### src/rtl/timer_pkg.sv
// Shared types for the multi-channel down-counter timer bank.
package timer_pkg;

    typedef enum logic {
        TIMER_ONESHOT  = 1'b0,
        TIMER_PERIODIC = 1'b1
    } timer_mode_e;

    typedef enum logic {
        TIMER_IDLE = 1'b0,
        TIMER_RUN  = 1'b1
    } timer_state_e;

endpackage

### src/rtl/timer_bank_ch.sv
// One timer channel: IDLE/RUN FSM, down-counter, reload value and registered done pulse.
module timer_ch
    import timer_pkg::*;
#(
    parameter int CNT_WIDTH = 8
) (
    input  logic                 clk,
    input  logic                 rst,
    input  logic                 load,
    input  logic [CNT_WIDTH-1:0] load_cnt,
    input  logic                 load_mode,
    input  logic                 stop,
    output logic                 busy,
    output logic                 done,
    output logic [CNT_WIDTH-1:0] cnt
);

    timer_state_e          state, state_nxt;
    timer_mode_e           mode_q, mode_nxt;
    logic [CNT_WIDTH-1:0]  cnt_q, cnt_nxt;
    logic [CNT_WIDTH-1:0]  reload_q, reload_nxt;
    logic                  done_q, done_nxt;

    always_ff @(posedge clk) begin
        if (rst) begin
            state    <= TIMER_IDLE;
            mode_q   <= TIMER_ONESHOT;
            cnt_q    <= '0;
            reload_q <= '0;
            done_q   <= 1'b0;
        end else begin
            state    <= state_nxt;
            mode_q   <= mode_nxt;
            cnt_q    <= cnt_nxt;
            reload_q <= reload_nxt;
            done_q   <= done_nxt;
        end
    end

    // Load beats stop beats terminal; both load and stop swallow a pending expiry.
    always_comb begin
        state_nxt  = state;
        mode_nxt   = mode_q;
        cnt_nxt    = cnt_q;
        reload_nxt = reload_q;
        done_nxt   = 1'b0;
        if (load) begin
            state_nxt  = TIMER_RUN;
            cnt_nxt    = load_cnt;
            reload_nxt = load_cnt;
            mode_nxt   = timer_mode_e'(load_mode);
        end else if (state == TIMER_RUN) begin
            if (stop) begin
                state_nxt = TIMER_IDLE;
                cnt_nxt   = '0;
            end else if (cnt_q <= CNT_WIDTH'(1)) begin
                done_nxt = 1'b1;
                if (mode_q == TIMER_PERIODIC) begin
                    cnt_nxt = reload_q;
                end else begin
                    cnt_nxt   = '0;
                    state_nxt = TIMER_IDLE;
                end
            end else begin
                cnt_nxt = cnt_q - CNT_WIDTH'(1);
            end
        end
    end

    assign busy = (state == TIMER_RUN);
    assign done = done_q;
    assign cnt  = cnt_q;

endmodule

### src/rtl/timer_bank.sv
// NUM_CH independent programmable down-counters behind one shared config port.
module timer_bank
    import timer_pkg::*;
#(
    parameter int CNT_WIDTH = 8,
    parameter int NUM_CH    = 4,
    parameter int CH_IDX_W  = (NUM_CH > 1) ? $clog2(NUM_CH) : 1
) (
    input  logic                             i_clk,
    input  logic                             i_rst_sync,
    input  logic                             i_cfg_update,
    input  logic [CH_IDX_W-1:0]              i_cfg_ch,
    input  logic [CNT_WIDTH-1:0]             i_cfg_cnt,
    input  logic                             i_cfg_mode,
    input  logic [NUM_CH-1:0]                i_stop,
    output logic [NUM_CH-1:0]                o_busy,
    output logic [NUM_CH-1:0]                o_done,
    output logic                             o_any_done,
    output logic [NUM_CH-1:0][CNT_WIDTH-1:0] o_cnt,
    output logic                             o_cfg_err
);

    localparam logic [CH_IDX_W:0] NUM_CH_W = (CH_IDX_W + 1)'(NUM_CH);

    logic              cfg_valid;
    logic [NUM_CH-1:0] load;

    // Extra index bit lets non-power-of-two banks reject the unused codes.
    always_comb begin
        cfg_valid = i_cfg_update && ({1'b0, i_cfg_ch} < NUM_CH_W) && (i_cfg_cnt != '0);
        for (int k = 0; k < NUM_CH; k++) begin
            load[k] = cfg_valid && (i_cfg_ch == CH_IDX_W'(k));
        end
    end

    always_ff @(posedge i_clk) begin
        if (i_rst_sync) o_cfg_err <= 1'b0;
        else            o_cfg_err <= i_cfg_update && !cfg_valid;
    end

    for (genvar k = 0; k < NUM_CH; k++) begin : g_ch
        timer_ch #(
            .CNT_WIDTH (CNT_WIDTH)
        ) u_ch (
            .clk       (i_clk),
            .rst       (i_rst_sync),
            .load      (load[k]),
            .load_cnt  (i_cfg_cnt),
            .load_mode (i_cfg_mode),
            .stop      (i_stop[k]),
            .busy      (o_busy[k]),
            .done      (o_done[k]),
            .cnt       (o_cnt[k])
        );
    end

    assign o_any_done = |o_done;

endmodule

### config.mk
export PLATFORM = sky130hd
export DESIGN_NAME = timer_bank
export DESIGN_NICKNAME = d
export VERILOG_FILES = /design/src/rtl/timer_pkg.sv /design/src/rtl/timer_bank_ch.sv /design/src/rtl/timer_bank.sv
export SDC_FILE = /design/constraint.sdc
export NUM_CORES = 1
export LEC_CHECK = 0
export ABC_AREA = 1
export ABC_CLOCK_PERIOD_IN_PS = 2700
export BUFFER_PORTS_ARGS = -buffer_cell sky130_fd_sc_hd__buf_2
export CORE_MARGIN = 10
export CORE_UTILIZATION = 62
export DETAILED_ROUTE_END_ITERATION = 7
export PLACE_DENSITY = 0.95
export SYNTH_ARGS = -nofsm -noshare
export SYNTH_HDL_FRONTEND = slang
export SYNTH_SLANG_ARGS = --single-unit
### constraint.sdc
create_clock -name i_clk -period 2.7 [get_ports i_clk]
set_clock_uncertainty 0.2 [all_clocks]
set_input_delay 0.27 -clock i_clk [delete_from_list [all_inputs] [get_ports i_clk]]
set_output_delay 0.27 -clock i_clk [all_outputs]
set_load 0.01 [all_outputs]
==> impl_summary.log, run 1 <==
INFO  metric combinational_family_with_the_most_area_after_synthesis = simple AND/OR/NAND/NOR gates
INFO  metric global_route.usage.total = 0.223
INFO  metric hold_path_depth = 4
INFO  metric critical_path.cell_chain = inv_1, ha_1, nor2_1, nor2_2, nand2_2, clkinv_2, nand2_1, nand2_1, nor2_1, nor2_1, nor2_1
INFO  metric route.detailed.drc = 0
INFO  metric yosys_warnings = 0
INFO  metric worst_margin_slew = 0.652 ns
INFO  metric hpwl_reported_at_the_end_of_detailed_placement = 9.02 mm
INFO  metric final_net_count = 798
INFO  metric share_of_total_power_in_combinational_logic = 0.217
INFO  metric cts.sinks = 77
INFO  metric post-route-period-util = 0.799
INFO  metric simple_gate_fraction_of_synth_area = 0.463
INFO  metric rsz_0062_raised_after_global_routing = no
INFO  metric synthTopCellsByArea = sky130_fd_sc_hd__dfxtp_1, sky130_fd_sc_hd__nand2_1, sky130_fd_sc_hd__nand3_1
INFO  metric synth_adder_area_share = 0.0216
INFO  metric post-cts-setup-buffer-count = 0
INFO  metric synth_area_leader_cell = sky130_fd_sc_hd__dfxtp_1
INFO  metric fin_worst_hold_slack = 0.0496 ns
INFO  metric tns = 0 ns
INFO  metric hold_viol = 0
INFO  metric dr_total_vias = 5006
INFO  metric final_max_slew_viol_count = 0
INFO  metric cts_hold_repair.buffers = 0
INFO  metric synth_enable_flop_cells = 0
INFO  metric number_of_global_route_vias_before_repair = 4705
INFO  metric ctsLongestPathBuffers = 2
INFO  metric timing.critical_path.slowest_stage_cell = sky130_fd_sc_hd__dfxtp_1
INFO  metric ys_ff_latch = 77
INFO  metric clock_power_share = 0.349
INFO  metric dp_slack = 0.619 ns
INFO  metric cts_made_buffers = 9
INFO  metric synth_cell_type_count = 30
INFO  metric post_drt_via_cell_ratio = 5.71
INFO  metric worst_setup_hold_path_clk_slew = 0.08 ns
INFO  metric syn-instance-count = 732
INFO  metric post_route_wl = 12.6 mm
INFO  metric floorplan.die.width = 106 um
INFO  metric sw_pwr = 0.919 mW
INFO  metric final_ant_viol_nets = 0
INFO  metric muxShareOfSynthArea = 0
INFO  metric htreeDepth = 3
INFO  metric core = 0.00725 mm2
INFO  metric r2r_cells = 11
INFO  metric detail_route.first_pass.iterations = 6
INFO  metric drt_first_iter_violations = 371
INFO  metric synth_ff_type = sky130_fd_sc_hd__dfxtp_1
INFO  metric xor_and_xnor_fraction_of_the_mapped_netlist_area = 0.00757
INFO  metric tritoncts = built
INFO  metric io_buffer_count = 59
INFO  metric synth.top_cell.area_share = 0.333
INFO  metric required_time_of_the_worst_setup_path = 2.74 ns
INFO  metric critPathLaunchType = register
INFO  metric placement_rows = 31
INFO  metric synthArstFlopShare = 0
INFO  metric synth.cell_area = 0.00463 mm2
INFO  metric slew_headroom = 0.565
INFO  metric criticalPathCategory = register to register
INFO  metric timing.critical_path.mode_cell = sky130_fd_sc_hd__nor2_1
INFO  metric power_switching_share = 0.326
INFO  metric average_wire_per_cell_in_the_routed_design = 14.4 um
INFO  metric post_cts_resized = 0
INFO  metric peakVddDrop = 0.000367 V
INFO  metric timing.final.ws_setup = 0.542 ns
INFO  metric synth.most_common_cell = sky130_fd_sc_hd__nand2_1
INFO  metric drive_gt1_frac = 0.143
INFO  metric syn_nets = 758
INFO  metric critPathArrivalTime = 2.19 ns
INFO  metric grt_first_pass_wirelength = 21.3 mm
INFO  metric power_density = 557 mW/mm2
INFO  metric floorplan.die.height = 106 um
INFO  metric leakage = 2.55 nW
INFO  metric p_int = 1.90 mW
INFO  metric synth-seq-area-share = 0.333
INFO  metric clock_insertion_delay_worst_skew = 0.37 ns
INFO  metric worstSetupEndpointType = register
INFO  metric synth_compound_gate_area_share = 0.0627
INFO  metric dieArea = 0.0113 mm2
INFO  metric residual_overflow_from_global_routing = 0
INFO  metric ios = 60
INFO  metric seq_power_share = 0.435
INFO  metric clockRootBuffer = sky130_fd_sc_hd__clkbuf_8
INFO  metric globalplace.congestion = 0.930
INFO  metric run_status = complete, no violations
INFO  metric post_synth_most_frequent_cells = sky130_fd_sc_hd__nand2_1, sky130_fd_sc_hd__nand3_1, sky130_fd_sc_hd__nor2_1
INFO  metric areaGrowthSynthToFinish = 9.35%
INFO  metric worst_hold_path_type = input port to register
INFO  metric avgSynthCellArea = 6.32 um2
INFO  metric setup_viol = 0
INFO  metric worst_path_largest_cell_delay = 0.35 ns
INFO  metric achievable-frequency = 0.463 GHz
INFO  metric pin_count_of_the_biggest_net_entering_global_routing = 61
INFO  metric initial_core_util = 0.638
INFO  metric cap_viol_max_count = 0
INFO  metric antenna_found_initial = 0
INFO  metric worstPathMaxFanout = 9
INFO  metric final.fill_count = 618
INFO  metric post-route-min-period = 2.16 ns
## state kept, by name, summed over array words and instances (netlist names)
name and count:
g_ch.u_ch.cnt 32, o_cfg_err 1, g_ch.u_ch.mode_q 4, g_ch.u_ch.done 4, g_ch.u_ch.busy 4, g_ch.u_ch.reload_q 32
## placed cells by master (no fill, tap or decap)
master                      Yosys  routed
sky130_fd_sc_hd__diode_2        0       1
sky130_fd_sc_hd__ha_1           8       8
sky130_fd_sc_hd__inv_2          7       7
sky130_fd_sc_hd__or4_1          1       1
sky130_fd_sc_hd__dfxtp_1       77      77
sky130_fd_sc_hd__nand2_4        1       1
sky130_fd_sc_hd__clkbuf_8       0       9
sky130_fd_sc_hd__buf_4         13       1
sky130_fd_sc_hd__nand2_2        6       6
sky130_fd_sc_hd__nor2_1       102     102
sky130_fd_sc_hd__xor2_1         3       3
sky130_fd_sc_hd__bufinv_16      0       2
sky130_fd_sc_hd__nand3_2        1       1
sky130_fd_sc_hd__nand3_4        4       4
sky130_fd_sc_hd__buf_2          0      59
sky130_fd_sc_hd__nand4_1       16      16
sky130_fd_sc_hd__inv_1         66      66
sky130_fd_sc_hd__clkinv_2       2       4
sky130_fd_sc_hd__xnor2_1        1       1
sky130_fd_sc_hd__o21ai_0       11      11
sky130_fd_sc_hd__nand3_1      113     113
sky130_fd_sc_hd__nand3b_1       6       6
sky130_fd_sc_hd__nand2_8        1       1
sky130_fd_sc_hd__nor2_4         5       5
sky130_fd_sc_hd__clkinv_1       4       4
sky130_fd_sc_hd__o21ai_1        2       2
sky130_fd_sc_hd__clkbuf_1      10       1
sky130_fd_sc_hd__a21oi_1       45      45
sky130_fd_sc_hd__clkinv_4       0       2
sky130_fd_sc_hd__nand2_1      210     210
sky130_fd_sc_hd__nor2_2         8       8
sky130_fd_sc_hd__inv_4          1       1
## metal layers
metal  share of wire  vias up  track usage  routed length, um
met5               0        -            0                  0
met4           0.026        0        0.104                328
met3           0.093       41       0.0556               1180
met2            0.48      259        0.376               6130
met1            0.40     2291        0.261               5010
li1                -     2415            -                  -
## path summary, 6_finish.rpt
path / slack (ns) / to / from
worst max-delay path: 0.54 / g_ch[1].u_ch.cnt[4] / g_ch[1].u_ch.cnt[0]
worst min register to register: 0.27 / g_ch[3].u_ch.reload_q[7] / g_ch[3].u_ch.reload_q[7]
worst max register to register: 0.54 / g_ch[1].u_ch.cnt[4] / g_ch[1].u_ch.cnt[0]
worst min-delay path: 0.05 / g_ch[3].u_ch.done / i_stop[3]
## logic make-up after synthesis
group,count (synthesis)
fa+ha+maj,8
simple gates,474
xor+xnor,4
compound gates,58
flops,77
buf+inv,111
## per-stage QoR
step                 util  cell area [um2]  std cells  total power [mW]
floorplan               -             4630        732              1.70
global placement    0.668             4840        860              1.81
detailed placement  0.668             4840        860              1.84
CTS                 0.697             5060        876              2.79
global route        0.697             5060        876              2.95
finish              0.698             5060        877              2.82
## worst max-delay path: cells and delay by family (launching register included)
kind	cells	cell delay (ns)
flip-flops	1	0.35
adder cells (fa/ha/maj)	1	0.31
AND/OR/NAND/NOR	8	0.85
buffers and inverters	2	0.31
## area by class of cell
type                            count  area [um2]  area share
Sequential cell                    77        1540       0.305
Tap cell                           99         124      0.0245
Clock inverter                      6        87.6      0.0173
Clock buffer                       10         128      0.0252
Multi-Input combinational cell    544        2570       0.508
Inverter                           80         305      0.0603
Antenna cell                        1        2.50    0.000494
Timing Repair Buffer               60         303      0.0598
## power by group through the flow
stage | clock network [mW] | registers [mW] | logic (mW)
after floorplan | 0 | 1.25 | 0.457
after global placement | 0 | 1.25 | 0.567
after detailed placement | 0 | 1.25 | 0.592
after CTS | 0.973 | 1.22 | 0.600
after global routing | 1.03 | 1.23 | 0.690
final | 0.982 | 1.22 | 0.610
Note: power is estimated with default switching activity, not from simulation.
==> run 2: changes to the inputs <==
--- a/config.mk
+++ b/config.mk
@@ -6,12 +6,12 @@
 export NUM_CORES = 1
 export LEC_CHECK = 0
 export ABC_AREA = 1
-export ABC_CLOCK_PERIOD_IN_PS = 2700
+export ABC_CLOCK_PERIOD_IN_PS = 1800
 export BUFFER_PORTS_ARGS = -buffer_cell sky130_fd_sc_hd__buf_2
 export CORE_MARGIN = 10
-export CORE_UTILIZATION = 62
+export CORE_UTILIZATION = 53
 export DETAILED_ROUTE_END_ITERATION = 7
-export PLACE_DENSITY = 0.95
+export PLACE_DENSITY = 0.88
 export SYNTH_ARGS = -nofsm -noshare
 export SYNTH_HDL_FRONTEND = slang
 export SYNTH_SLANG_ARGS = --single-unit
==> constraint.sdc (replaced) <==
create_clock -name i_clk -period 1.8 [get_ports i_clk]
set_clock_uncertainty 0.2 [all_clocks]
set_input_delay 0.18 -clock i_clk [delete_from_list [all_inputs] [get_ports i_clk]]
set_output_delay 0.18 -clock i_clk [all_outputs]
set_load 0.01 [all_outputs]
==> run 2 against run 1 <==
- hold slack worse by 0.035 ns
- first-iteration DRC count up 10%
- global-route usage down 3.6 points
- worst setup slack worse by 0.51 ns
- wire length up 6.8%
- critical endpoint is now g_ch[0].u_ch.cnt[1]
==> impl_summary.log, run 2 (synthesis gave the netlist of run 1 again) <==
INFO  metric mostFrequentLayoutCells = sky130_fd_sc_hd__nand2_1, sky130_fd_sc_hd__nand3_1, sky130_fd_sc_hd__nor2_1, sky130_fd_sc_hd__dfxtp_1, sky130_fd_sc_hd__inv_1 (unchanged)
INFO  metric htreeDepth = 3 (unchanged)
INFO  metric global_route.usage.total = 0.187 (was 0.223)
INFO  metric final_ant_viol_nets = 0 (unchanged)
INFO  metric pin_count_of_the_biggest_net_entering_global_routing = 61 (unchanged)
INFO  metric placement_rows = 34 (was 31)
INFO  metric achievable-frequency = 0.567 GHz (was 0.463 GHz)
INFO  metric post_drt_via_cell_ratio = 5.41 (was 5.71)
INFO  metric cts_made_buffers = 9 (unchanged)
INFO  metric timing.critical_path.slowest_stage_cell = sky130_fd_sc_hd__dfxtp_2 (was sky130_fd_sc_hd__dfxtp_1)
INFO  metric globalplace.congestion = 0.931 (was 0.930)
INFO  metric route.detailed.drc = 0 (unchanged)
INFO  metric io_buffer_count = 59 (unchanged)
INFO  metric worst_path_largest_cell_delay = 0.35 ns (about the same)
INFO  metric setup_viol = 0 (unchanged)
INFO  metric critPathArrivalTime = 1.80 ns (was 2.19 ns)
INFO  metric worst_margin_slew = 0.690 ns (was 0.652 ns)
INFO  metric post-route-min-period = 1.76 ns (was 2.16 ns)
INFO  metric timing.critical_path.mode_cell = sky130_fd_sc_hd__nand2_1 (was sky130_fd_sc_hd__nor2_1)
INFO  metric worst_r2r_startpoint = g_ch[0].u_ch.cnt[1] (was g_ch[1].u_ch.cnt[0])
INFO  metric average_wire_per_cell_in_the_routed_design = 14.3 um (was 14.4 um)
INFO  metric clock_insertion_delay_worst_skew = 0.35 ns (was 0.37 ns)
INFO  metric post-route-period-util = 0.980 (was 0.799)
INFO  metric r2r_cells = 11 (unchanged)
INFO  metric cap_viol_max_count = 0 (unchanged)
INFO  metric run_status = complete, no violations (unchanged)
INFO  metric residual_overflow_from_global_routing = 0 (unchanged)
INFO  metric dieArea = 0.0129 mm2 (was 0.0113 mm2)
INFO  metric tritoncts = built (unchanged)
INFO  metric timing.critical_path.from = g_ch[0].u_ch.cnt[1] (was g_ch[1].u_ch.cnt[0])
INFO  metric initial_core_util = 0.539 (was 0.638)
INFO  metric destination_of_the_critical_timing_path = g_ch[0].u_ch.cnt[1] (was g_ch[1].u_ch.cnt[4])
INFO  metric post_route_wl = 13.5 mm (was 12.6 mm)
INFO  metric worst_hold_path_type = input port to register (unchanged)
INFO  metric number_of_global_route_vias_before_repair = 4520 (was 4705)
INFO  metric placed_cells = 907 (was 860)
INFO  metric dr_total_vias = 5115 (was 5006)
INFO  metric leakage = 2.85 nW (was 2.55 nW)
INFO  metric antenna_found_initial = 1 (was 0)
INFO  metric hold_viol = 0 (unchanged)
INFO  metric slew_headroom = 0.540 (was 0.565)
INFO  metric clockRootBuffer = sky130_fd_sc_hd__clkbuf_8 (unchanged)
INFO  metric r2r-end = g_ch[0].u_ch.cnt[1] (was g_ch[1].u_ch.cnt[4])
INFO  metric core = 0.00859 mm2 (was 0.00725 mm2)
INFO  metric crit_buf_inv = 2 (unchanged)
INFO  metric ctsLongestPathBuffers = 2 (unchanged)
INFO  metric drt_first_iter_violations = 408 (was 371)
INFO  metric required_time_of_the_worst_setup_path = 1.83 ns (was 2.74 ns)
INFO  metric areaGrowthSynthToFinish = 22.5% (was 9.35%)
INFO  metric path_delay_family = simple AND/OR/NAND/NOR gates (unchanged)
INFO  metric r2r_slack = 0.04 ns (was 0.54 ns)
INFO  metric drive_gt1_frac = 0.226 (was 0.143)
INFO  metric power_density = 744 mW/mm2 (was 557 mW/mm2)
INFO  metric worst_setup_hold_path_clk_slew = 0.08 ns (about the same)
INFO  metric final_max_slew_viol_count = 0 (unchanged)
INFO  metric floorplan.die.width = 113 um (was 106 um)
INFO  metric floorplan.die.height = 113 um (was 106 um)
INFO  metric worstPathMaxFanout = 5 (was 9)
INFO  metric criticalPathCategory = register to register (unchanged)
INFO  metric fin_worst_hold_slack = 0.0142 ns (was 0.0496 ns)
INFO  metric finalNonFillerCells = 946 (was 877)
INFO  metric critical_path.cell_chain = inv_2, ha_2, nor2_1, nor2_2, nand2_2, nand2_1, nand2_1, nand3_1, nand3_1, nand2_1, inv_1 (was inv_1, ha_1, nor2_1, nor2_2, nand2_2, clkinv_2, nand2_1, nand2_1, nor2_1, nor2_1, nor2_1)
INFO  metric cts.sinks = 77 (unchanged)
INFO  metric total_power = 4.22 mW (was 2.82 mW)
INFO  metric worstSetupEndpointType = register (unchanged)
INFO  metric grt_first_pass_wirelength = 20.5 mm (was 21.3 mm)
INFO  metric worstSetupPathDepth = 11 (unchanged)
INFO  metric ios = 60 (unchanged)
INFO  metric critPathLaunchType = register (unchanged)
INFO  metric hpwl_reported_at_the_end_of_detailed_placement = 9.16 mm (was 9.02 mm)
INFO  metric final_net_count = 858 (was 798)
INFO  metric peakVddDrop = 0.000480 V (was 0.000367 V)
INFO  metric detail_route.first_pass.iterations = 5 (was 6)
INFO  metric final_common_cell = sky130_fd_sc_hd__nand2_1 (unchanged)
## run 2: cell count changes in the layout (fill, tap and decap cells not counted), moves of 5 or more
cell,before,now
sky130_fd_sc_hd__buf_4,1,49
sky130_fd_sc_hd__dlygate4sd3_1,0,6
sky130_fd_sc_hd__ha_1,8,2
sky130_fd_sc_hd__inv_1,66,60
sky130_fd_sc_hd__dfxtp_1,77,72
sky130_fd_sc_hd__inv_4,1,6
## run 2: how the worst min path moves through the flow
| stage | start | to | slack [ns] | depth (start not counted) |
|---|---|---|---|---|
| floorplan | i_cfg_cnt[2] | g_ch[0].u_ch.reload_q[2] | 0.14 | 2 |
| global placement | g_ch[1].u_ch.reload_q[7] | g_ch[1].u_ch.reload_q[7] | 0.25 | 2 |
| detailed placement | g_ch[2].u_ch.reload_q[7] | g_ch[2].u_ch.reload_q[7] | 0.25 | 2 |
| CTS | i_cfg_cnt[7] | g_ch[1].u_ch.reload_q[7] | 0.003 | 3 |
| global route | i_cfg_cnt[7] | g_ch[1].u_ch.reload_q[7] | 0.02 | 3 |
| finish | i_stop[3] | g_ch[3].u_ch.done | 0.01 | 4 |
## run 2: area by class of cell
cell class              count  area, um2
inverters                  80        315
fillers                   745       2920
well taps                 108        135
repair buffers            117        783
clock inverters             5       35.0
multi-input cells         547       2700
flip-flops and latches     77       1550
clock buffers              11        151
diodes                      1       2.50
## run 2: power by group
group          switching [mW]  leakage [nW]  internal (mW)
Combinational           0.701          2.13          0.459
Clock                   0.652        0.0953          0.576
Sequential             0.0614         0.628           1.77
## run 2: through the flow
step	util	setup slack, ns	setup TNS, ns	area [um2]
final	0.660	0.0361	0	5670
after CTS	0.635	0.00853	0	5450
after global placement	0.604	0.0340	0	5190
after detailed placement	0.604	-0.0271	-0.0278	5190
after floorplan	-	0.00683	0	4640
after global routing	0.660	-0.0356	-0.126	5670
## run 2: timing repair
item                                   CTS  global route
hold buffers                             6             0
setup endpoints to repair               10            30
pin swaps                                2            13
gates resized for setup                  4            34
cloned                                   1             2
setup buffers                            0            13
endpoints found under the hold margin    8             0
## run 2: worst register-to-register path, delay by kind of cell (launching register included)
family | cells | cell delay [ns]
fa+ha+maj | 1 | 0.21
buf+inv | 2 | 0.17
flops | 1 | 0.35
simple gates | 8 | 0.72
## run 2: layer usage
layer	share of wire	GRT usage	vias to the layer above
met4	0.019	0.0651	0
li1	-	-	2545
met3	0.081	0.0373	21
met5	0	0	-
met1	0.42	0.231	2315
met2	0.48	0.316	234
